## src/rtl/fetch_pair_tracker_if.sv

```systemverilog
// Instruction-read channel bundle (address and data handshakes).
// The master side drives the channel; the slave side is a passive
// observer that only samples every signal.
interface fetch_pair_tracker_if #(
  parameter int ADDR_WIDTH = 32,
  parameter int DATA_WIDTH = 32
);
  logic                  ir_addr_valid;
  logic                  ir_addr_ready;
  logic [ADDR_WIDTH-1:0] ir_addr;
  logic                  ir_data_valid;
  logic                  ir_data_ready;
  logic [DATA_WIDTH-1:0] ir_data;

  modport master (
    output ir_addr_valid, ir_addr_ready, ir_addr,
    output ir_data_valid, ir_data_ready, ir_data
  );

  modport slave (
    input ir_addr_valid, ir_addr_ready, ir_addr,
    input ir_data_valid, ir_data_ready, ir_data
  );
endinterface

```

## src/rtl/fetch_pair_tracker.sv

```systemverilog
// Passive fetch tracker: snoops the instruction-read channel, queues
// accepted fetch addresses in order and pairs each returned word with
// its address, emitting one registered record per completed fetch.
// Also counts completed fetches and flags overflow/underflow of the
// outstanding-request queue.
module fetch_pair_tracker #(
  parameter int ADDR_WIDTH = 32,
  parameter int DATA_WIDTH = 32,
  parameter int DEPTH      = 4,
  parameter int CNT_WIDTH  = 32
) (
  input  logic                     clk,
  input  logic                     rst,
  fetch_pair_tracker_if.slave      ir,
  input  logic                     err_clear,
  output logic                     fetch_valid,
  output logic [ADDR_WIDTH-1:0]    fetch_addr,
  output logic [DATA_WIDTH-1:0]    fetch_data,
  output logic [$clog2(DEPTH):0]   outstanding,
  output logic [CNT_WIDTH-1:0]     fetch_count,
  output logic                     err_overflow,
  output logic                     err_underflow
);

  localparam int PTR_W = $clog2(DEPTH);
  localparam int OUT_W = PTR_W + 1;

  logic [ADDR_WIDTH-1:0] addr_mem [DEPTH];
  logic [PTR_W-1:0]      wr_ptr;
  logic [PTR_W-1:0]      rd_ptr;

  logic push;
  logic pop;
  logic empty;
  logic full;
  logic do_pop;
  logic do_push;
  logic overflow_event;
  logic underflow_event;

  // Handshake decode and queue-state classification for this cycle.
  // A pop only ever pairs with an entry already present, so a full
  // queue can still accept a push when the head leaves in the same cycle.
  always_comb begin
    push            = ir.ir_addr_valid & ir.ir_addr_ready;
    pop             = ir.ir_data_valid & ir.ir_data_ready;
    empty           = (outstanding == '0);
    full            = (outstanding == OUT_W'(DEPTH));
    do_pop          = pop & ~empty;
    do_push         = push & (~full | do_pop);
    overflow_event  = push & full & ~do_pop;
    underflow_event = pop & empty;
  end

  // Address storage; contents are only meaningful between the pointers.
  always_ff @(posedge clk) begin
    if (do_push) begin
      addr_mem[wr_ptr] <= ir.ir_addr;
    end
  end

  // Queue pointers and occupancy; pointers wrap naturally since DEPTH is a power of two.
  always_ff @(posedge clk or negedge rst) begin
    if (!rst) begin
      wr_ptr      <= '0;
      rd_ptr      <= '0;
      outstanding <= '0;
    end else begin
      if (do_push) wr_ptr <= wr_ptr + PTR_W'(1);
      if (do_pop)  rd_ptr <= rd_ptr + PTR_W'(1);
      case ({do_push, do_pop})
        2'b10:   outstanding <= outstanding + OUT_W'(1);
        2'b01:   outstanding <= outstanding - OUT_W'(1);
        default: outstanding <= outstanding;
      endcase
    end
  end

  // Registered fetch record and saturating completed-fetch counter.
  always_ff @(posedge clk or negedge rst) begin
    if (!rst) begin
      fetch_valid <= 1'b0;
      fetch_addr  <= '0;
      fetch_data  <= '0;
      fetch_count <= '0;
    end else begin
      fetch_valid <= do_pop;
      if (do_pop) begin
        fetch_addr <= addr_mem[rd_ptr];
        fetch_data <= ir.ir_data;
        if (fetch_count != '1) begin
          fetch_count <= fetch_count + CNT_WIDTH'(1);
        end
      end
    end
  end

  // Sticky protocol-error flags; a fresh error beats a simultaneous clear.
  always_ff @(posedge clk or negedge rst) begin
    if (!rst) begin
      err_overflow  <= 1'b0;
      err_underflow <= 1'b0;
    end else begin
      if (overflow_event)  err_overflow <= 1'b1;
      else if (err_clear)  err_overflow <= 1'b0;
      if (underflow_event) err_underflow <= 1'b1;
      else if (err_clear)  err_underflow <= 1'b0;
    end
  end

endmodule

```

## src/flat_wrapper.sv

```systemverilog
// flat-port wrapper written by rule: the top's interface ports become plain ports
module fetch_pair_tracker_flat 
#(
  parameter int ADDR_WIDTH = 32,
  parameter int DATA_WIDTH = 32,
  parameter int DEPTH      = 4,
  parameter int CNT_WIDTH  = 32
)
  (clk, rst, err_clear, fetch_valid, fetch_addr, fetch_data, outstanding, fetch_count, err_overflow, err_underflow, ir_ir_addr_valid, ir_ir_addr_ready, ir_ir_addr, ir_ir_data_valid, ir_ir_data_ready, ir_ir_data);
  fetch_pair_tracker_if #(.ADDR_WIDTH(ADDR_WIDTH), .DATA_WIDTH(DATA_WIDTH)) ir_i ();
  input  logic clk;
  input  logic rst;
  input  logic err_clear;
  output logic fetch_valid;
  output logic [ADDR_WIDTH-1:0] fetch_addr;
  output logic [DATA_WIDTH-1:0] fetch_data;
  output logic [$clog2(DEPTH):0] outstanding;
  output logic [CNT_WIDTH-1:0] fetch_count;
  output logic err_overflow;
  output logic err_underflow;
  input wire logic [$bits(ir_i.ir_addr_valid)-1:0] ir_ir_addr_valid;
  input wire logic [$bits(ir_i.ir_addr_ready)-1:0] ir_ir_addr_ready;
  input wire logic [$bits(ir_i.ir_addr)-1:0] ir_ir_addr;
  input wire logic [$bits(ir_i.ir_data_valid)-1:0] ir_ir_data_valid;
  input wire logic [$bits(ir_i.ir_data_ready)-1:0] ir_ir_data_ready;
  input wire logic [$bits(ir_i.ir_data)-1:0] ir_ir_data;
  assign ir_i.ir_addr_valid = ir_ir_addr_valid;
  assign ir_i.ir_addr_ready = ir_ir_addr_ready;
  assign ir_i.ir_addr = ir_ir_addr;
  assign ir_i.ir_data_valid = ir_ir_data_valid;
  assign ir_i.ir_data_ready = ir_ir_data_ready;
  assign ir_i.ir_data = ir_ir_data;
  fetch_pair_tracker #(.ADDR_WIDTH(ADDR_WIDTH), .DATA_WIDTH(DATA_WIDTH), .DEPTH(DEPTH), .CNT_WIDTH(CNT_WIDTH)) u_core (.clk(clk), .rst(rst), .ir(ir_i), .err_clear(err_clear), .fetch_valid(fetch_valid), .fetch_addr(fetch_addr), .fetch_data(fetch_data), .outstanding(outstanding), .fetch_count(fetch_count), .err_overflow(err_overflow), .err_underflow(err_underflow));
endmodule
```

## config.mk

```make
export PLATFORM = sky130hd
export DESIGN_NAME = fetch_pair_tracker_flat
export DESIGN_NICKNAME = d
export VERILOG_FILES = /design/src/rtl/fetch_pair_tracker_if.sv /design/src/rtl/fetch_pair_tracker.sv /design/src/flat_wrapper.sv
export SDC_FILE = /design/constraint.sdc
export NUM_CORES = 1
export LEC_CHECK = 0
export CAP_MARGIN = 15
export CORE_UTILIZATION = 45
export CTS_CLUSTER_DIAMETER = 150
export DETAILED_ROUTE_END_ITERATION = 10
export PLACE_DENSITY = 0.78
export SYNTH_ARGS = -nofsm -noshare
export SYNTH_HDL_FRONTEND = slang
export SYNTH_SLANG_ARGS = --single-unit
```

## constraint.sdc

```tcl
create_clock -name clk -period 2.5 [get_ports clk]
set_clock_uncertainty 0.1 [all_clocks]
set_input_delay 0.25 -clock clk [delete_from_list [all_inputs] [get_ports clk]]
set_output_delay 0.25 -clock clk [all_outputs]
set_load 0.02 [all_outputs]
```

## Word level (Yosys, flattened, before mapping)

Memory sizes are Yosys's and may differ from the RTL's. A register that Yosys moved wholly into a read port is not among the register bits.
Index checks and enable logic that the tools add are counted.

| storage, ports and cells | value |
|---|---|
| bits in registers | 74 |
| bits in writable memories | 128 |
| output and inout port bits | 102 |
| word-level logic and storage cells | 41 |
| memories | 1 |

| operators by class | value |
|---|---|
| add/subtract/negate cells | 5 |
| eq/ne operators | 4 |
| mux-type cells | 6 |
| bitwise operators | 11 |
| reduce and logical (&&, ||, !) cells | 6 |

Memories:

| memory | words | width | rd ports | clocked after Yosys merged registers in | wr ports | line | RTL |
|---|---|---|---|---|---|---|---|
| u_core.addr_mem | 4 | 32 | 1 | 1 | 1 | fetch_pair_tracker.sv:28 | `logic [ADDR_WIDTH-1:0] addr_mem [DEPTH];` |

Operator list:

| kind | count |
|---|---|
| adder 32 x 1 -> 32 bit, second input constant | 1 |
| != test 32 bit, second input constant | 1 |
| bitwise AND 1 bit | 7 |
| case mux 3 bit (2 select lines) | 1 |
| nonzero test 2 bit | 3 |
| 2-to-1 mux 1 bit | 5 |
| adder 2 x 1 -> 2 bit, second input constant | 2 |
| adder 3 x 1 -> 3 bit, second input constant | 1 |
| == test 3 bit, second input constant | 1 |
| zero test 3 bit | 1 |
| NOT 1 bit | 3 |
| subtractor 3 x 1 -> 3 bit, second input constant | 1 |
| == test 2 x 1 -> 1 bit, second input constant | 1 |
| == test 2 bit, second input constant | 1 |
| AND reduction 2 bit | 1 |
| zero test 1 bit | 1 |
| OR 1 bit | 1 |

## Depth between registers and ports, before layout

| depth | value |
|---|---|
| depth in word-level cells | 7 |
| gate-level depth with buffers | 10 |
| mapped depth without buffers | 9 |

## Least setup slack after synthesis

No wires, ideal clock.

| timing path | value |
|---|---|
| kind | register to register |
| start | register u_core.outstanding[0] |
| end | register u_core.outstanding[2] |
| library setup time | 80 ps |
| arrival time | 2470 ps |
| required time | 2320 ps |
| setup slack | -150 ps |
| cell stages (with the launch flop) | 11 |
| buffers on the path | 2 |
| period minus slack after synthesis | 2650 ps |
| cells stage by stage | dfrtp_1 -> o311ai_2 -> inv_1 -> clkbuf_1 -> buf_1 -> ha_1 -> inv_1 -> fa_1 -> xor2_1 -> nor2_1 -> xor2_1 |

| on the way | value |
|---|---|
| longest elaborated chain between the ends | 7 |
| elaborated cells on any way between the ends | 13 |
| those cells by class | add/sub (2); eq/ne (3); mux (1); bitwise (5); reduce/logical (2) |

RTL lines:

| element | line | RTL |
|---|---|---|
| from (decl) | fetch_pair_tracker.sv:19 | `output logic [$clog2(DEPTH):0] outstanding,` |
| from (signal assigned) | fetch_pair_tracker.sv:72 | `2'b10: outstanding <= outstanding + OUT_W'(1);` |
| from (signal assigned) | fetch_pair_tracker.sv:73 | `2'b01: outstanding <= outstanding - OUT_W'(1);` |
| from (signal assigned) | fetch_pair_tracker.sv:74 | `default: outstanding <= outstanding;` |
| zero test 3 bit (*) | fetch_pair_tracker.sv:47 | `empty = (outstanding == '0);` |
| NOT 1 bit (*) | fetch_pair_tracker.sv:49 | `do_pop = pop & ~empty;` |
| bitwise AND 1 bit (*) | fetch_pair_tracker.sv:49 |  |
| net u_core.do_pop | fetch_pair_tracker.sv:36 | `logic do_pop;` |
| OR 1 bit | fetch_pair_tracker.sv:50 | `do_push = push & (~full \| do_pop);` |
| bitwise AND 1 bit | fetch_pair_tracker.sv:50 |  |
| == test 2 x 1 -> 1 bit / == test 2 bit (equally long branches) | fetch_pair_tracker.sv:71 | `case ({do_push, do_pop})` |
| case mux 3 bit (2 select lines) / nonzero test 2 bit (equally long branches) | - |  |

Mark *: on every way through the listed nets, which the timed path passes. The rest lies on a longest branch.
A chain may end at the register's enable or synchronous reset.

## Worst setup path in the final report

| timing path | value |
|---|---|
| start | register u_core.fetch_count[9] |
| end | register u_core.fetch_count[1] |

| on the way | value |
|---|---|
| longest elaborated chain between the ends | 2 |

RTL lines:

| element | line | RTL |
|---|---|---|
| from (decl) | fetch_pair_tracker.sv:20 | `output logic [CNT_WIDTH-1:0] fetch_count,` |
| from (signal assigned) | fetch_pair_tracker.sv:92 | `fetch_count <= fetch_count + CNT_WIDTH'(1);` |
| != test 32 bit | fetch_pair_tracker.sv:91 | `if (fetch_count != '1) begin` |
| AND reduction 2 bit (no line) | - |  |

Every way passes these cells.

==> summary.md <==
| Metric | Value |
|---|---|
| Worst path max stage delay | `about 0.62 ns` |
| Detail Placement HPWL | `12,700 um` |
| Post-synthesis net count | `706` |
| Crit path max-delay family | `simple AND/OR/NAND/NOR gates` |
| Post-Syn Instances | `628` |
| VDD IR max | `0.784 mV` |
| Initial antenna violation count | `0` |
| Post-synth EDFFs | `128` |
| Clk slew on worst S/H paths | `0.06 ns` |
| Chip height | `144 um` |
| Ys Warns | `0` |
| Wire per inst | `approximately 17 um` |
| Critical R2R Launch | `u_core.fetch_count[9]` |
| WL final | `19,000 um` |
| RSZ-0062 raised after global routing | `false` |
| Max-slew violations | `0` |
| Total power | `about 13 mW` |
| Buf/Inv on CP | `0` |
| Dominant synthesized flop cell | `edfxtp_1` |
| Synth Cell Area | `9060 sq um` |
| 1st-pass router iterations | `5` |
| Worst-case clock buffer depth | `3` |
| Worst-Skew Late Latency | `0.52 ns` |
| Yosys reg bits | `234` |
| Post-synth cell types | `38` |
| Vias | `5,584` |
| CTS tree | `done` |
| Row cnt | `51` |
| Final Hold Viols | `0` |
| Top post-synthesis cells by area | `edfxtp_1 (42%), dfrtp_1 (29%), nand2_1 (8.5%)` |
| Hold slack | `0.161 ns` |
| Post-synth top area cell | `edfxtp_1` |
| Max-cap viol count | `0` |
| Port Buffer Count | `172` |
| Leakage power | `4.85 nW` |
| GRT overflow | `0` |
| PostCTS Resize Cnt | `0` |
| Floorplan die width | `144 um` |
| Final setup viols | `0` |
| Status | `complete, no violations` |
| DR iter-0 viols | `248` |
| Fraction of synthesis flops using an asynchronous set or reset pin | `45.3%` |
| Initial Util | `46.3%` |
| CP Class | `reg -> reg` |
| Slew headroom | `49.7%` |
| Fin crit share | `between 80% and 90%` |
| Tot GR Track Use | `18.7%` |
| Root Driver | `clkbuf_16` |
| Setup TNS | `0 ns` |
| Least-Margin Pin Slew | `between 0.7 and 0.8 ns` |
| Setup crit start kind | `flip-flop` |
| Critical path peak fanout | `13` |
| H-tree Lvls | `1` |
| Syn Area/Cell | `14.4 sq um` |
| DIE AREA | `~21,000 sq um` |
| First-pass GRT wire length | `29,600 um` |
| Post-synth top area share | `42.4%` |
| Share of layout cells above drive strength 1 | `13.9%` |
| Routed vias/inst | `5.02` |
| Ant. Diodes | `0` |
| Most frequent cells in the layout | `nand2_1 (205), clkdlybuf4s50_1 (171), edfxtp_1 (128), dfrtp_1 (103), mux4_2 (32)` |
| Worst endpoint required time | `approximately 2.8 ns` |
| Ports | `173` |
| Num CTS Buffers | `25` |
| Seq/Total Area, Yosys | `71.7%` |
| HP Class | `in -> async` |
| Crit. Startpoint | `u_core.fetch_count[9]` |
| Fin crit period | `2.13 ns` |
| Most common cell after layout, fill and taps aside | `nand2_1` |
| Sink Count | `234` |
| CP cell instances | `nand4_1, or4_4, o31a_4, mux2_2` |
| Layout Nets | `906` |
| Largest net degree at the start of global routing | `66` |
| Core area | `19,600 sq um` |
| Post-route ant nets | `0` |
| Setup bufs post-CTS | `0` |
| PwrDens | `1040 nW/um^2` |
| DR DRC count | `0` |
| Slowest CP cell | `or4_4` |
| RePlAce Congestion | `~0.86` |
| Area Overhead vs Synth | `33.8%` |
| Vias in the first global route | `5,581` |
| Worst EP arrival | `2.43 ns` |
| Category of the worst setup path capture point | `flip-flop` |
| Max Clock Freq | `0.470 GHz` |
[flip-flops by register name, summed over array words and instances, names as in the netlist]
name / cells
u_core.err_overflow: 1
u_core.err_underflow: 1
u_core.rd_ptr: 2
u_core.fetch_data: 32
u_core.outstanding: 3
u_core.addr_mem: 128
u_core.fetch_valid: 1
u_core.fetch_addr: 32
u_core.fetch_count: 32
u_core.wr_ptr: 2
[synthesized netlist by cell type, drive strengths merged (4+ instances only)]
cell,n
inv,10
edfxtp,128
ha,6
nor2,9
nand4,10
nand2,205
xor2,13
buf,8
and2,4
and3,9
xnor2,23
nor3,8
dfrtp,106
nand3,18
or3,4
clkbuf,15
mux4,32
[worst register-to-register path, delay by kind of cell (launching register included)]
kind,cells,cell delay (ns)
flops,1,0.43
simple gates,2,0.82
mux,1,0.29
compound gates,1,0.38
[where the power goes]
part | switching (mW) | leakage [nW] | internal [mW]
logic | 1.82 | 1.96 | 1.85
registers | 0.502 | 2.51 | 4.84
clock network | 1.49 | 0.382 | 2.06
[kinds of logic (layout without fill, tap and decap cells)]
logic type,count (synthesis),in the layout,synth area share (%)
buffers and inverters,33,252,1.49
AOI/OAI and AO/OA,10,10,1.17
DFF,234,234,71.7
xor gates and xnor gates,36,36,3.48
muxes,35,35,8.31
adders and majority gates,7,7,1.05
and+or+nand+nor,273,273,12.8
[metrics by stage]
stage	worst slack [ns]	utilization [%]	cell area (sq um)	cells
after floorplan	0.0867	-	9070	628
after global placement	0.132	57.7	11300	1065
after detailed placement	0.147	57.7	11300	1065
after CTS	0.379	61.9	12100	1112
after global routing	0.244	61.9	12100	1112
final	0.371	61.9	12100	1112
[worst paths after layout]
| check | end | slack [ns] | cells past startpoint |
|---|---|---|---|
| setup / recovery | u_core.fetch_count[1] | 0.37 | 4 |
| hold / removal | u_core.err_overflow | 0.16 | 2 |
| setup reg to reg | u_core.fetch_count[1] | 0.37 | 4 |
| hold reg to reg | u_core.fetch_addr[18] | 0.37 | 2 |
| max in group asynchronous | u_core.fetch_data[1] | 1.40 | 3 |
| min in group clk | u_core.fetch_data[30] | 0.16 | 3 |
[per-layer routing]
layer | routed length [um] | share of wire, % | vias to the layer above | GRT usage (%)
met5 | 0 | 0 | - | 0
met4 | 455 | 2.4 | 0 | 5.60
met3 | 1480 | 7.8 | 27 | 4.57
met2 | 8970 | 47 | 193 | 31.2
met1 | 8110 | 43 | 2746 | 24.2
li1 | - | - | 2618 | -
[layout make-up]
class / count / area, sq um
multi-input cells: 361 / 2450
well taps: 265 / 332
clock buffers: 27 / 633
clock inverters: 19 / 173
flip-flops and latches: 234 / 6500
fillers: 1481 / 7460
inverters: 10 / 37.5
repair buffers: 196 / 2000
[repair_timing]
action	in CTS	in global routing
hold buffers	1	0
endpoints found under the setup margin	0	0
endpoints found under the hold margin	33	0
Power figures use the tool's default switching activity.
